## config.mk

```make
export PLATFORM = sky130hd
export DESIGN_NAME = csa_accum_resolve
export DESIGN_NICKNAME = d
export VERILOG_FILES = /design/src/rtl/csa_accum_pkg.sv /design/src/rtl/csa_accum_resolve_csa.sv /design/src/rtl/csa_accum_resolve.sv
export SDC_FILE = /design/constraint.sdc
export NUM_CORES = 1
export LEC_CHECK = 0
export ABC_AREA = 1
export BUFFER_PORTS_ARGS = -buffer_cell sky130_fd_sc_hd__buf_2
export CAP_MARGIN = 10
export CORE_MARGIN = 5
export CORE_UTILIZATION = 55
export DETAILED_ROUTE_END_ITERATION = 16
export GPL_TIMING_DRIVEN = 0
export PLACE_DENSITY = 0.73
export REMOVE_ABC_BUFFERS = 1
export SYNTH_ARGS = -nofsm -noshare
export SYNTH_HDL_FRONTEND = slang
export SYNTH_SLANG_ARGS = --single-unit
export TNS_END_PERCENT = 5
```

## constraint.sdc

```tcl
create_clock -name clk -period 7.7 [get_ports clk]
set_clock_uncertainty 0.1 [all_clocks]
set_input_delay 1.54 -clock clk [delete_from_list [all_inputs] [get_ports clk]]
set_output_delay 1.54 -clock clk [all_outputs]
set_load 0.005 [all_outputs]
```

## src/rtl/csa_accum_pkg.sv

```systemverilog
// Shared types and sizing helpers for the carry-save accumulator with chunked resolve.
package csa_accum_pkg;

  typedef enum logic [1:0] {
    ST_ACC     = 2'd0,
    ST_RESOLVE = 2'd1,
    ST_OUT     = 2'd2
  } state_t;

  localparam int WIDTH_DEF = 32;
  localparam int CHUNK_DEF = 8;

  function automatic int nchunk(input int width, input int chunk);
    return width / chunk;
  endfunction

  function automatic int cidx_w(input int n);
    return (n > 1) ? $clog2(n) : 1;
  endfunction

endpackage

```

## src/rtl/csa_accum_resolve_csa.sv

```systemverilog
// Library 3:2 carry-save cell: bitwise sum and majority carry (carry not yet shifted).
module csa_accum_resolve_csa #(
  parameter int WIDTH = 32
) (
  input  logic [WIDTH-1:0] a,
  input  logic [WIDTH-1:0] b,
  input  logic [WIDTH-1:0] c,
  output logic [WIDTH-1:0] sum,
  output logic [WIDTH-1:0] cy
);

  assign sum = a ^ b ^ c;
  assign cy  = (a & b) | (a & c) | (b & c);

endmodule

```

## src/rtl/csa_accum_resolve.sv

```systemverilog
// Streaming carry-save accumulator; resolves each group with a CHUNK-bit-per-cycle adder.
module csa_accum_resolve
  import csa_accum_pkg::*;
#(
  parameter int WIDTH = WIDTH_DEF,
  parameter int CHUNK = CHUNK_DEF
) (
  input  logic             clk,
  input  logic             arst_n,
  input  logic             in_vld,
  output logic             in_rdy,
  input  logic [WIDTH-1:0] in_dat,
  input  logic             in_last,
  output logic             out_vld,
  input  logic             out_rdy,
  output logic [WIDTH-1:0] out_dat
);

  localparam int NCHUNK = nchunk(WIDTH, CHUNK);
  localparam int CIDX_W = cidx_w(NCHUNK);

  if ((WIDTH % CHUNK) != 0) begin : g_bad_chunk
    $error("csa_accum_resolve: WIDTH must be a multiple of CHUNK");
  end

  state_t            state_r, next_state_s;
  logic [WIDTH-1:0]  sum_s_r, sum_c_r, c2_s;
  logic [WIDTH-1:0]  csa_sum_s, csa_cy_s;
  logic [WIDTH-1:0]  out_dat_r, out_dat_next_s;
  logic [CIDX_W-1:0] chunk_idx_r;
  logic              cin_r, in_rdy_r, out_vld_r;
  logic              acc_fire_s, last_chunk_s, co_s;
  logic [CHUNK-1:0]  s_chunk_s, c_chunk_s, r_s;
  logic              unused_s;

  // The carry word's top bit shifts out of the modulo-2^WIDTH value.
  assign unused_s     = sum_c_r[WIDTH-1];
  assign c2_s         = {sum_c_r[WIDTH-2:0], 1'b0};
  assign acc_fire_s   = in_vld && (state_r == ST_ACC);
  assign last_chunk_s = (chunk_idx_r == CIDX_W'(NCHUNK - 1));

  assign in_rdy  = in_rdy_r;
  assign out_vld = out_vld_r;
  assign out_dat = out_dat_r;

  csa_accum_resolve_csa #(.WIDTH(WIDTH)) u_csa (
    .a   (sum_s_r),
    .b   (c2_s),
    .c   (in_dat),
    .sum (csa_sum_s),
    .cy  (csa_cy_s)
  );

  // Select the active chunk of both redundant words and merge the adder result back.
  always_comb begin
    s_chunk_s      = '0;
    c_chunk_s      = '0;
    out_dat_next_s = out_dat_r;
    for (int i = 0; i < NCHUNK; i++) begin
      s_chunk_s = s_chunk_s | ((chunk_idx_r == CIDX_W'(i)) ? sum_s_r[i*CHUNK +: CHUNK] : '0);
      c_chunk_s = c_chunk_s | ((chunk_idx_r == CIDX_W'(i)) ? c2_s[i*CHUNK +: CHUNK] : '0);
      out_dat_next_s[i*CHUNK +: CHUNK] =
        (chunk_idx_r == CIDX_W'(i)) ? r_s : out_dat_r[i*CHUNK +: CHUNK];
    end
  end

  assign {co_s, r_s} = {1'b0, s_chunk_s} + {1'b0, c_chunk_s} + {{CHUNK{1'b0}}, cin_r};

  // Next-state logic for accumulate / resolve / present.
  always_comb begin
    next_state_s = state_r;
    case (state_r)
      ST_ACC: begin
        if (acc_fire_s && in_last) next_state_s = ST_RESOLVE;
        else                       next_state_s = ST_ACC;
      end
      ST_RESOLVE: begin
        if (last_chunk_s) next_state_s = ST_OUT;
        else              next_state_s = ST_RESOLVE;
      end
      ST_OUT: begin
        if (out_rdy) next_state_s = ST_ACC;
        else         next_state_s = ST_OUT;
      end
      default: next_state_s = ST_ACC;
    endcase
  end

  // State, handshake flags and datapath registers.
  always_ff @(posedge clk or negedge arst_n) begin
    if (!arst_n) begin
      state_r     <= ST_ACC;
      sum_s_r     <= '0;
      sum_c_r     <= '0;
      chunk_idx_r <= '0;
      cin_r       <= 1'b0;
      in_rdy_r    <= 1'b1;
      out_vld_r   <= 1'b0;
      out_dat_r   <= '0;
    end else begin
      state_r   <= next_state_s;
      in_rdy_r  <= (next_state_s == ST_ACC);
      out_vld_r <= (next_state_s == ST_OUT);
      case (state_r)
        ST_ACC: begin
          chunk_idx_r <= '0;
          cin_r       <= 1'b0;
          if (acc_fire_s) begin
            sum_s_r <= csa_sum_s;
            sum_c_r <= csa_cy_s;
          end
        end
        ST_RESOLVE: begin
          out_dat_r   <= out_dat_next_s;
          cin_r       <= co_s;
          chunk_idx_r <= chunk_idx_r + CIDX_W'(1);
        end
        ST_OUT: begin
          if (out_rdy) begin
            sum_s_r <= '0;
            sum_c_r <= '0;
          end
        end
        default: begin
          sum_s_r <= '0;
          sum_c_r <= '0;
        end
      endcase
    end
  end

endmodule

```

==> impl_metrics.tcl, run 1 <==
set metrics [dict create \
    wirelength_um 12500 \
    clock_latency_ps 370 \
    min_path_cells 2 \
    numCtsBuffers 9 \
    vias_per_cell 5.34 \
    final_net_count 733 \
    hpwl_um 8890 \
    vias 4217 \
    row_count 36 \
    htreeDepth 3 \
    post-route-period-util 0.458 \
    crit_path_max_fanout 12 \
    max_stage_delay_ps 590 \
    leakage_nw 3.06 \
    hold_violations 0 \
    ant_nets 0 \
    powerDensity_mw_per_mm2 381 \
    die_h_um 110 \
    cp-end-kind "flop" \
    synth_cell_types 27 \
    stdcell_count 790 \
    core_area_mm2 0.00977 \
    yosysSeqAreaShare 0.462 \
    grt_pass1_vias 4310 \
    slowest_stage "ha_1" \
    drc 0 \
    place_congestion 0.870 \
    setup_violations 0 \
    area_growth_pct 12.0 \
    whs_ps 377 \
    start_util 0.565 \
    path_class "flop to flop" \
    syn_inst 592 \
    pwr-share-seq 0.373 \
    hold_path_end "out_dat[18]$_DFFE_PN0P_" \
    p_clk_frac 0.162 \
    setup.worst_path.start "chunk_idx_r[0]$_DFFE_PN0P_" \
    relSlewSlack 0.357 \
    clk_pin_slew_ps 100 \
    fillers 862 \
    reg2reg_depth 13 \
    fin_crit_ps 3530 \
    cts_tree "built" \
    stdcell_area_mm2 0.00619 \
    multi_input_area_mm2 0.00256 \
    regArea_mm2 0.00255 \
    wl_per_cell_um 15.8 \
    drive_gt1_frac 0.205 \
    hold_path.class "flop to flop" \
    r2r_setup_slack_ps 4170 \
    worstPathRequired_ps 7910 \
    worst_pin_slew_ps 964 \
    place.port_buffers 70 \
    diodes 0 \
    cts_root_buffer "clkbuf_8" \
    crit_arrival_ps 3740 \
    clockBufferDepth 2 \
    syn-cell-area_mm2 0.00553 \
    max_cap_viol_count 0 \
    comb_power_share 0.465 \
    syn_avg_cell_area_um2 9.34 \
    antenna_found_initial 0 \
    drtPass1Iterations 5 \
    grt_pass1_wl_um 20900 \
    crit_family "adder cells" \
    p_int_mw 1.30 \
    rr_startpoint "chunk_idx_r[0]$_DFFE_PN0P_" \
    rsz0062_at_grt "false" \
    crit_top_cell "nand2_1" \
    path_buf_inv 2 \
    switching_share 0.449 \
    die_area_mm2 0.0122 \
    grt_overflow_total 0 \
    power.switching_mw 1.06 \
    place_area_mm2 0.00597 \
    hold_buffers 0 \
    yosys_warnings 0 \
    reg2reg_to "out_dat[20]$_DFFE_PN0P_" \
    mostFrequentLayoutCell "nand2_1" \
    path_cells "ha_1 -> inv_1 -> o22ai_1 -> nor2_1 -> fa_1 -> fa_1 -> inv_1 -> nand2_1 -> nand2_1 -> nand2_1 -> xnor2_1 -> nand2_1 -> nand2_1" \
    status "completed" \
    cts_resized 0 \
    die_x_um 110 \
    ys_ff_latch 102 \
    cts.sinks 102 \
    detail_route.iter0.violations 376 \
    place_inst 774 \
    max_clock_freq_mhz 284 \
    final_max_slew_viol_count 0 \
    worstSetupStartpointType "flop" \
    cts_setup_buffers 0 \
    final_cell_mix "nand2_1, dfrtp_1, buf_2" \
    peakVddDrop_mv 0.187 \
    pin_count 71 \
    tns_ps 0 \
    grt.total_usage 0.223 \
    hp-start "out_dat[18]$_DFFE_PN0P_" \
    grt_max_degree 88 \
]
-- worst register-to-register path, stage by stage (launching register included) --
cell     delay (ps)
dfrtp_1         420
ha_1            590
inv_1           390
o22ai_1         210
nor2_1           70
fa_1            420
fa_1            470
inv_1            70
nand2_1          40
nand2_1          80
nand2_1          70
xnor2_1         340
nand2_1         100
nand2_1          90
-- layout make-up --
class	instances	share of cell area
inverters	71	0.0434
flip-flops and latches	102	0.412
multi-input cells	395	0.414
clock buffers	9	0.0200
clock inverters	7	0.0158
well taps	133	0.0269
repair buffers	73	0.0679
-- worst max path at each step --
stage          slack (ps)                       to  depth (start not counted)
3_3_place_gp         3520  sum_s_r[31]$_DFFE_PN0P_                          7
5_1_grt              3930  out_dat[20]$_DFFE_PN0P_                         13
6_report             4170  out_dat[20]$_DFFE_PN0P_                         13
4_1_cts              4230  out_dat[20]$_DFFE_PN0P_                         13
3_5_place_dp         3990  sum_s_r[13]$_DFFE_PN0P_                          7
2_1_floorplan        4190  sum_s_r[31]$_DFFE_PN0P_                          6
-- routing by layer --
metal	part of all wire	vias to the layer above	track usage
met3	0.039	21	0.0332
met4	0.015	0	0.0818
li1	-	2033	-
met1	0.46	2068	0.315
met2	0.49	95	0.351
met5	0	-	0
-- flip-flops by register name (all words and copies together), names as in the netlist --
signal / cells
cin_r: 1
in_rdy: 1
state_r: 2
out_vld: 1
chunk_idx_r: 2
out_dat: 32
sum_c_r: 31
sum_s_r: 32
-- Yosys cell counts --
library cell	n	area [um^2]
nor2_2	5	31.3
nand3b_1	1	7.51
nor2_1	8	30.0
xor2_1	2	17.5
o21ai_2	3	26.3
buf_8	3	45.0
fa_1	32	641
ha_1	12	150
dfstp_2	1	26.3
buf_6	1	11.3
buf_4	2	15.0
nand2_1	146	548
o21ai_0	54	270
inv_1	66	248
clkbuf_1	9	33.8
or2_2	1	6.26
nor2_4	1	11.3
a21oi_1	17	85.1
nand2_2	3	18.8
o22ai_1	16	100
xnor2_1	2	17.5
dfrtp_1	101	2530
nand3_2	27	270
buf_2	9	45.0
o21ai_1	31	155
nand3_1	34	170
inv_2	5	18.8
-- stage by stage --
step / utilization / worst slack (ps) / power, mW
2_1_floorplan: - / 4190 / 1.60
3_3_place_gp: 0.603 / 3520 / 1.91
3_5_place_dp: 0.611 / 3990 / 1.99
4_1_cts: 0.634 / 4230 / 2.37
5_1_grt: 0.634 / 3930 / 2.57
6_report: 0.634 / 4170 / 2.36
-- cells by family (layout without fill, tap and decap cells) --
family / Yosys count / after routing / share of synthesized area
AO/OA/AOI/OAI: 121 / 121 / 0.115
adder cells (fa/ha/maj): 44 / 44 / 0.143
XOR/XNOR: 4 / 4 / 0.00634
AND/OR/NAND/NOR: 226 / 226 / 0.198
buffers and inverters: 95 / 160 / 0.0754
flip-flops: 102 / 102 / 0.462
-- power by group through the flow --
stage          clock, mW  combinational, mW  sequential, mW
6_report           0.382               1.10           0.879
5_1_grt            0.407               1.26           0.904
4_1_cts            0.386               1.10           0.881
3_5_place_dp           0               1.10           0.890
3_3_place_gp           0               1.03           0.878
2_1_floorplan          0              0.734           0.863
Power figures use the tool's default switching activity.
==> run 2: changes to the inputs <==
==> constraint.sdc (replaced) <==
create_clock -name clk -period 3.54 [get_ports clk]
set_clock_uncertainty 0.1 [all_clocks]
set_input_delay 0.708 -clock clk [delete_from_list [all_inputs] [get_ports clk]]
set_output_delay 0.708 -clock clk [all_outputs]
set_load 0.005 [all_outputs]
==> run 2 against run 1 <==
Net effect:
- sequential share of layout area hardly changed
- global-route usage unchanged
- non-clock buffer count unchanged
- routed wire length hardly changed
- critical endpoint unchanged
- count of clock-buffer cells in the layout stayed put
- utilization up 0.051 points
==> impl_metrics.tcl, run 2 (synthesis results as in run 1) <==
set metrics [dict create \
    grt_pass1_wl_um 20900 \
    cts.sinks 102 \
    pin_count 71 \
    slowest_stage "fa_1" \
    r2r_setup_slack_ps 290 \
    grt.total_usage 0.223 \
    die_h_um 110 \
    cts_resized 0 \
    crit_path_max_fanout 12 \
    max_stage_delay_ps 470 \
    drtPass1Iterations 5 \
    die_x_um 110 \
    antenna_found_initial 0 \
    clock_latency_ps 370 \
    max_clock_freq_mhz 308 \
    worstSetupStartpointType "flop" \
    place_congestion 0.870 \
    max_cap_viol_count 0 \
    wl_per_cell_um 15.8 \
    area_growth_pct 12.1 \
    multi_input_area_mm2 0.00257 \
    rr_startpoint "chunk_idx_r[0]$_DFFE_PN0P_" \
    status "completed" \
    place.port_buffers 70 \
    hpwl_um 8890 \
    fin_crit_ps 3250 \
    final_max_slew_viol_count 0 \
    grt_overflow_total 0 \
    crit_top_cell "nand2_1" \
    regArea_mm2 0.00255 \
    peakVddDrop_mv 0.405 \
    worst_pin_slew_ps 965 \
    vias_per_cell 5.33 \
    path_class "flop to flop" \
    grt_pass1_vias 4310 \
    hold_path.class "input pin to asynchronous set/reset pin" \
    final_net_count 733 \
    cp-endpoint "out_dat[20]$_DFFE_PN0P_" \
    core_area_mm2 0.00977 \
    die_area_mm2 0.0122 \
    final_cell_mix "nand2_1, dfrtp_1, buf_2" \
    numCtsBuffers 9 \
    powerDensity_mw_per_mm2 828 \
    stdcell_count 790 \
    vias 4214 \
    whs_ps 184 \
    fillers 863 \
    drive_gt1_frac 0.209 \
    clk_pin_slew_ps 100 \
    row_count 36 \
    reg2reg_depth 13 \
    detail_route.iter0.violations 404 \
    cp-end-kind "flop" \
    htreeDepth 3 \
    start_util 0.565 \
    diodes 0 \
    path_buf_inv 2 \
    wirelength_um 12500 \
    cts_tree "built" \
    hold_violations 0 \
    post-route-period-util 0.918 \
    drc 0 \
    crit_arrival_ps 3460 \
    hold_buffers 0 \
    place_inst 774 \
    path_cells "ha_2 -> inv_1 -> o22ai_1 -> nor2_1 -> fa_1 -> fa_1 -> inv_1 -> nand2_1 -> nand2_1 -> nand2_1 -> xnor2_1 -> nand2_1 -> nand2_1" \
    clockBufferDepth 2 \
    cts_setup_buffers 0 \
    leakage_nw 3.06 \
    cts_root_buffer "clkbuf_8" \
    crit_cells 13 \
    grt_max_degree 88 \
    setup_violations 0 \
    reg2reg_to "out_dat[20]$_DFFE_PN0P_" \
    mostFrequentLayoutCell "nand2_1" \
    worstPathRequired_ps 3750 \
    relSlewSlack 0.356 \
    crit_family "adder cells" \
    setup.worst_path.start "chunk_idx_r[0]$_DFFE_PN0P_" \
    ant_nets 0 \
]
run 2: metal layers:
| metal | GRT usage | part of all wire |
|---|---|---|
| met1 | 0.315 | 0.45 |
| met2 | 0.351 | 0.49 |
| met3 | 0.0332 | 0.040 |
| met4 | 0.0818 | 0.015 |
| met5 | 0 | 0 |
run 2: final cells by class:
type | instances | share of cell area
Inverter | 71 | 0.0434
Clock buffer | 9 | 0.0200
Timing Repair Buffer | 73 | 0.0678
Tap cell | 133 | 0.0269
Multi-Input combinational cell | 395 | 0.414
Clock inverter | 7 | 0.0157
Sequential cell | 102 | 0.412
run 2: how the worst min path moves through the flow:
stage / endpoint / slack (ps) / depth (start not counted)
global placement: out_dat[2]$_DFFE_PN0P_ / 360 / 2
finish: sum_c_r[5]$_DFFE_PN0P_ / 180 / 1
floorplan: chunk_idx_r[0]$_DFFE_PN0P_ / 310 / 0
detailed placement: out_dat[18]$_DFFE_PN0P_ / 360 / 2
CTS: sum_c_r[5]$_DFFE_PN0P_ / 200 / 1
global route: sum_c_r[5]$_DFFE_PN0P_ / 220 / 1
run 2: per-stage QoR:
stage / setup TNS (ps) / power (mW) / setup WS, ps / instance area (um^2) / utilization
2_1_floorplan: 0 / 3.47 / 825 / 5380 / -
3_3_place_gp: 0 / 4.14 / 57.6 / 5890 / 0.603
3_5_place_dp: 0 / 4.32 / 113 / 5970 / 0.611
4_1_cts: 0 / 5.16 / 73.2 / 6190 / 0.634
5_1_grt: -4.12 / 5.59 / -4.12 / 6200 / 0.634
6_report: 0 / 5.13 / 291 / 6200 / 0.634
run 2: worst register-to-register path, stage by stage, from the launching register on:
cell     delay (ps)
dfrtp_1         430
ha_2            430
inv_1           300
o22ai_1         190
nor2_1           70
fa_1            410
fa_1            470
inv_1            70
nand2_1          40
nand2_1          80
nand2_1          70
xnor2_1         330
nand2_1         100
nand2_1          90
run 2: report_power, final:
group / internal, mW / total (mW) / switching, mW
logic: 0.840 / 2.38 / 1.54
registers: 1.59 / 1.91 / 0.326
clock network: 0.401 / 0.831 / 0.430
total: 2.83 / 5.13 / 2.30
